**src/rtl/seq_alu.sv**
```systemverilog
// Sequential 64-bit ALU. Logic and arithmetic operations finish in one cycle.
// Shifts move one bit per cycle, and the result is flagged with done, zero and err.
module seq_alu (
    input  logic        clk,
    input  logic        reset_n,
    input  logic        start,
    input  logic [3:0]  alu_type,
    input  logic [63:0] a,
    input  logic [63:0] b,
    input  logic [5:0]  shamt,
    output logic        busy,
    output logic        done,
    output logic [63:0] result,
    output logic        zero,
    output logic        err
);

    localparam logic [1:0] IDLE  = 2'd0;
    localparam logic [1:0] SHIFT = 2'd1;
    localparam logic [1:0] DONE  = 2'd2;

    // Returns {unsupported, value}. For shifts the value is the unshifted operand.
    function automatic logic [64:0] alu_eval(input logic [3:0] op, input logic [63:0] x,
                                             input logic [63:0] y);
        logic [64:0] r;
        case (op)
            4'b0000: r = {1'b0, x & y};
            4'b0001: r = {1'b0, x | y};
            4'b0010: r = {1'b0, x + y};
            4'b0110: r = {1'b0, x - y};
            4'b1111: r = {1'b0, y};
            4'b0011: r = {1'b0, x};
            4'b0111: r = {1'b0, x};
            default: r = {1'b1, 64'd0};
        endcase
        return r;
    endfunction

    logic [1:0]  state_r;
    logic [1:0]  state_next_s;
    logic [5:0]  count_r;
    logic [5:0]  count_next_s;
    logic [63:0] result_r;
    logic [63:0] result_next_s;
    logic        err_r;
    logic        err_next_s;
    logic        shift_left_r;
    logic        shift_left_next_s;
    logic        zero_r;
    logic        busy_r;
    logic        done_r;
    logic        is_shift_s;

    assign is_shift_s = (alu_type == 4'b0011) || (alu_type == 4'b0111);

    // Next-state and datapath decode
    always_comb begin
        state_next_s      = state_r;
        count_next_s      = count_r;
        result_next_s     = result_r;
        err_next_s        = err_r;
        shift_left_next_s = shift_left_r;
        case (state_r)
            IDLE: begin
                if (start) begin
                    {err_next_s, result_next_s} = alu_eval(alu_type, a, b);
                    shift_left_next_s = (alu_type == 4'b0011);
                    if (is_shift_s && (shamt != 6'd0)) begin
                        count_next_s = shamt;
                        state_next_s = SHIFT;
                    end else begin
                        count_next_s = 6'd0;
                        state_next_s = DONE;
                    end
                end else begin
                    state_next_s = IDLE;
                end
            end
            SHIFT: begin
                if (shift_left_r) begin
                    result_next_s = {result_r[62:0], 1'b0};
                end else begin
                    result_next_s = {1'b0, result_r[63:1]};
                end
                count_next_s = count_r - 6'd1;
                if (count_r == 6'd1) begin
                    state_next_s = DONE;
                end else begin
                    state_next_s = SHIFT;
                end
            end
            DONE:    state_next_s = IDLE;
            default: state_next_s = IDLE;
        endcase
    end

    // State and output registers. busy and done are registered from the next state.
    always_ff @(posedge clk or negedge reset_n) begin
        if (!reset_n) begin
            state_r      <= IDLE;
            count_r      <= 6'd0;
            result_r     <= 64'd0;
            err_r        <= 1'b0;
            shift_left_r <= 1'b0;
            zero_r       <= 1'b1;
            busy_r       <= 1'b0;
            done_r       <= 1'b0;
        end else begin
            state_r      <= state_next_s;
            count_r      <= count_next_s;
            result_r     <= result_next_s;
            err_r        <= err_next_s;
            shift_left_r <= shift_left_next_s;
            zero_r       <= (result_next_s == 64'd0);
            busy_r       <= (state_next_s != IDLE);
            done_r       <= (state_next_s == DONE);
        end
    end

    assign busy   = busy_r;
    assign done   = done_r;
    assign result = result_r;
    assign zero   = zero_r;
    assign err    = err_r;

endmodule
```
**config.mk**
```make
export PLATFORM = sky130hd
export DESIGN_NAME = seq_alu
export DESIGN_NICKNAME = d
export VERILOG_FILES = /design/src/rtl/seq_alu.sv
export SDC_FILE = /design/constraint.sdc
export NUM_CORES = 1
export LEC_CHECK = 0
export ABC_AREA = 1
export CAP_MARGIN = 20
export CORE_UTILIZATION = 52
export DETAILED_ROUTE_END_ITERATION = 8
export HOLD_SLACK_MARGIN = 0.05
export PLACE_DENSITY = 0.9
export SYNTH_ARGS = -nofsm -noshare
export SYNTH_HDL_FRONTEND = slang
export SYNTH_SLANG_ARGS = --single-unit
```
**constraint.sdc**
```tcl
create_clock -name clk -period 1.93 [get_ports clk]
set_input_delay 0.386 -clock clk [delete_from_list [all_inputs] [get_ports clk]]
set_output_delay 0.386 -clock clk [all_outputs]
set_load 0.1 [all_outputs]
```
==> reports/qor.txt, run 1 <==
Grt ovf: 166
Row count: 60
Fraction of the mapped netlist area in adder cells: 5.98%
H-tree Lvls: 3
Dominant synthesized flop cell: dfrtp_1
Fraction of registers with async set/reset: 100%
Inserted Clock Buffers: 9
Top-area cell type share of the netlist area: 30.2%
Syn Nets: 3015
XOR/XNOR Fraction of Synth Area: 3.67%
Largest net degree at the start of global routing: 60
Synth warn: 0
#FFs+latches synth: 77
I/O pin count: 209
Root Buffer: clkbuf_16
Max Buffers Root-to-Sink: 2
Global-route wire length before repair: 178 mm
First error: [ERROR GRT-0116] Global routing finished with congestion. Check the congestion regions in the DRC Viewer.
Die width: 169 µm
Vias in the first global route: 29800
Synth top area cells: nand2_1 (30%), dfrtp_1 (13%), inv_1 (11%), a21oi_1 (8.2%), ha_1 (5.8%)
RePlAce Congestion: 1.16
IO buf count: 208
Register area share after synthesis: 13.2%
Most common cell in the netlist: nand2_1
Compound-cell area share of the yosys netlist: 15.1%
Mux cell area share after synthesis: 0%
Top cell type by total area after synthesis: nand2_1
HPWL Detailed: 57.9 mm
Failing step: global routing
Starting Density: 53.6%
Gr usage total: 82.1%
Post-synth top cells: nand2_1 (1170), inv_1 (436), a21oi_1 (239), nor2_1 (221), nand3_1 (118)
Yosys cell types: 59
Die Span Y: 169 µm
Largest family of logic cells by synthesized area: simple AND/OR/NAND/NOR gates
Avg Cell Area, Syn: 5.19 µm²
Mapped Area: 14600 µm²
Num Clock Sinks: 77
Status: stopped before the end
Post-synth EDFFs: 0
Syn Inst Count: 2805
Simple-Gate Fraction of Synth Area: 47.9%
==> metrics by stage <==
stage / hold slack (ns) / instances / instance area, µm² / TNS (ns) / setup WS, ns
after floorplan: 0.0904 / 2805 / 15200 / -76.49 / -1.89
after global placement: 0.380 / 3721 / 21200 / -150.56 / -3.15
after detailed placement: 0.389 / 3721 / 21200 / -168.74 / -3.49
after CTS: 0.525 / 3793 / 23200 / -110.84 / -2.73
==> cells by family after synthesis <==
| kind of cell | Yosys count |
|---|---|
| buffers and inverters | 530 |
| AO/OA/AOI/OAI | 393 |
| AND/OR/NAND/NOR | 1675 |
| flip-flops | 77 |
| XOR/XNOR | 61 |
| adder cells (fa/ha/maj) | 69 |
==> metal layers <==
metal	GRT overflow	GRT usage [%]
met4	53	82.9
met1	7	78.2
met5	2	59.8
met2	98	94.6
met3	6	74.8
==> repair_timing <==
item,in CTS
hold buffers,1
pin swaps,135
setup buffers,57
cloned,0
endpoints found under the setup margin,68
resized for setup,368
endpoints found under the hold margin,32
==> run 2: changes to the inputs <==
- CORE_UTILIZATION: 52 -> 40
- HOLD_SLACK_MARGIN: 0.05 -> not set
- PLACE_DENSITY: 0.9 -> not set
- PLACE_DENSITY_LB_ADDON: not set -> 0.15
- clock period: 1.93 -> 2.5 ns (I/O delays scaled with it)
==> run 2 against run 1 <==
  * The flow now finishes, with violations (DRC, setup timing)
  * Synthesized cell count unchanged
  * Area after synthesis unchanged
==> reports/qor.txt, run 2 <==
Status: finished, violations left
Violated checks: DRC, setup timing
Synth top area cells: nand2_1 (30%), dfrtp_1 (13%), inv_1 (11%), a21oi_1 (8.2%), ha_1 (5.8%)
Most common cell in the netlist: nand2_1
Worst skew pair latency: 0.34 ns
Max Buffers Root-to-Sink: 2
Root Buffer: clkbuf_16
Pre-antenna DRT Iters: 9
Crit path arrival time: 4.95 ns
Antenna violations before repair: 2
Share of layout cells above drive strength 1: 38.0%
Setup crit end kind: flop
Largest net degree at the start of global routing: 60
Row count: 69
RSZ-0062 raised after global routing: yes
Family with the most delay on the worst path: simple AND/OR/NAND/NOR gates
Global routing's busiest layer: met2
Vias in the first global route: 19400
Worst path slowest cell: ha_2
Syn Inst Count: 2805
Global-route wire length before repair: 111 mm
Yosys cell types: 59
#FFs+latches synth: 77
Gr usage total: 39.6%
I/O pin count: 209
Hold Path Class: in -> async
Final Routed Wirelength: 76.5 mm
M2 GR Usage: 60.5%
Commonest non-fill, non-tap cell in the layout: nand2_1
Hold_buf cts: 0
Routed vias/inst: 5.36
Fraction of registers with async set/reset: 100%
FF-to-FF End: zero$_DFF_PN1_
Clock Skew: 0.00553 ns
CTS tree: yes
Top-area cell type share of the netlist area: 30.2%
PwrDens: 571 nW/µm²
Final Cycle Share: 187%
Post-synth top cells: nand2_1 (1170), inv_1 (436), a21oi_1 (239), nor2_1 (221), nand3_1 (118)
H-tree Lvls: 3
Final nets: 3701
Hold Vio Cnt, Final: 0
Static Leak: 13.0 nW
Top cell type by total area after synthesis: nand2_1
Register area share after synthesis: 13.2%
Die width: 193 µm
RePlAce Congestion: 1.03
Crit path required time: 2.77 ns
Die Span Y: 193 µm
Inserted Clock Buffers: 9
Core Area: 35700 µm²
Met3 Usage GRT: 5.35%
Worst r2r path cells: 11
Most common cell on crit path: nand2_1
Reg2Reg Launch Point: state_r[1]$_DFF_PN0_
Worst-path clk slew: 0.06 ns
Tightest Pin Transition: 1.05 ns
IO buf count: 208
Peak supply drop: 1.30 mV
Final setup viols: 64
Die area: 37200 µm²
Syn Nets: 3015
Crit-path max cell delay: 0.40 ns
Worst Path Max Fanout: 3
Synth warn: 0
Avg WL per Cell: 19.3 µm
Post-synth EDFFs: 0
Buffers plus inverters on the worst setup path: 9
Drt first-iter violations: 1916
Grt ovf: 0
GRT met1 Usage: 57.3%
Worst slew margin: 30.2%
Max reg flops: 64
Num Clock Sinks: 77
# DRC: 2
Minimum clock period: 4.68 ns
Max cap viols: 0
Post-layout util: 68.0%
Mapped Area: 14600 µm²
Fillers: 3206
Dominant synthesized flop cell: dfrtp_1
Peak Freq: 214 MHz
Avg Cell Area, Syn: 5.19 µm²
Register Area: 1930 µm²
Kind of critical path: in -> reg
Area growth, synth to finish: 66.6%
Via count: 21200
Multi-input logic area: 13400 µm²
Slew Viols, Final: 0
Most frequent cells in the layout: nand2_1 (909), buf_4 (570), inv_1 (373)
Crit path launch type: input pin
R2r setup slk: 0.04 ns
Worst setup margin: -2.18 ns
TNS Setup: -86.63 ns
Starting Density: 40.8%
Final ANT Viol Nets: 0
HPWL Detailed: 60.7 mm
run 2: cell counts after synthesis:
No cell type changed its count.
run 2: final cells by class:
type	instances	area share [%]
Clock buffer	9	0.929
Timing Repair Buffer	753	25.9
Clock inverter	7	0.408
Inverter	452	7.19
Multi-Input combinational cell	2198	55.2
Antenna cell	2	0.0206
Tap cell	461	2.38
Sequential cell	77	7.96
run 2: cells by family after synthesis:
| family | count (synthesis) | share of synthesized area, % |
|---|---|---|
| buffers and inverters | 530 | 14.1 |
| AO/OA/AOI/OAI | 393 | 15.1 |
| XOR/XNOR | 61 | 3.67 |
| adder cells (fa/ha/maj) | 69 | 5.98 |
| AND/OR/NAND/NOR | 1675 | 47.9 |
| flip-flops | 77 | 13.2 |
run 2: worst max path at each step:
stage | from | endpoint | slack (ns) | cells after the start
2_1_floorplan | b[0] | zero$_DFF_PN1_ | -1.43 | 34
3_3_place_gp | b[0] | zero$_DFF_PN1_ | -2.98 | 36
3_5_place_dp | b[0] | zero$_DFF_PN1_ | -3.01 | 36
4_1_cts | b[0] | zero$_DFF_PN1_ | -2.13 | 37
5_1_grt | b[0] | zero$_DFF_PN1_ | -2.45 | 38
6_report | b[0] | zero$_DFF_PN1_ | -2.18 | 39
run 2: layer usage:
| layer | wire length, µm | vias to the layer above |
|---|---|---|
| li1 | - | 10100 |
| met1 | 33500 | 9910 |
| met2 | 33400 | 1068 |
| met3 | 7420 | 113 |
| met4 | 2200 | 0 |
| met5 | 0 | - |
run 2: where the power goes:
part	internal, mW	switching (mW)	total [mW]
clock	0.880	0.563	1.44
sequential	1.67	0.621	2.29
combinational	3.18	6.92	10.1
total	5.73	8.10	13.8
run 2: metrics by stage:
stage / hold slack (ns) / cells / setup slack (ns) / instance area, µm² / power, mW
2_1_floorplan: 0.204 / 2805 / -1.43 / 15200 / 8.03
5_1_grt: 0.207 / 3959 / -2.45 / 24300 / 14.5
3_5_place_dp: 0.499 / 3864 / -3.01 / 20900 / 11.2
4_1_cts: 0.177 / 3907 / -2.13 / 22500 / 13.1
6_report: 0.153 / 3959 / -2.18 / 24300 / 13.8
3_3_place_gp: 0.488 / 3864 / -2.98 / 20900 / 11.1
run 2: timing repair:
item                                    in CTS  in global routing
cloned                                       0                  0
buffers inserted                            27                 52
gates resized for setup                    308                402
endpoints found under the setup margin      64                 64
pin swaps                                  106                208
Power figures use the tool's default switching activity.
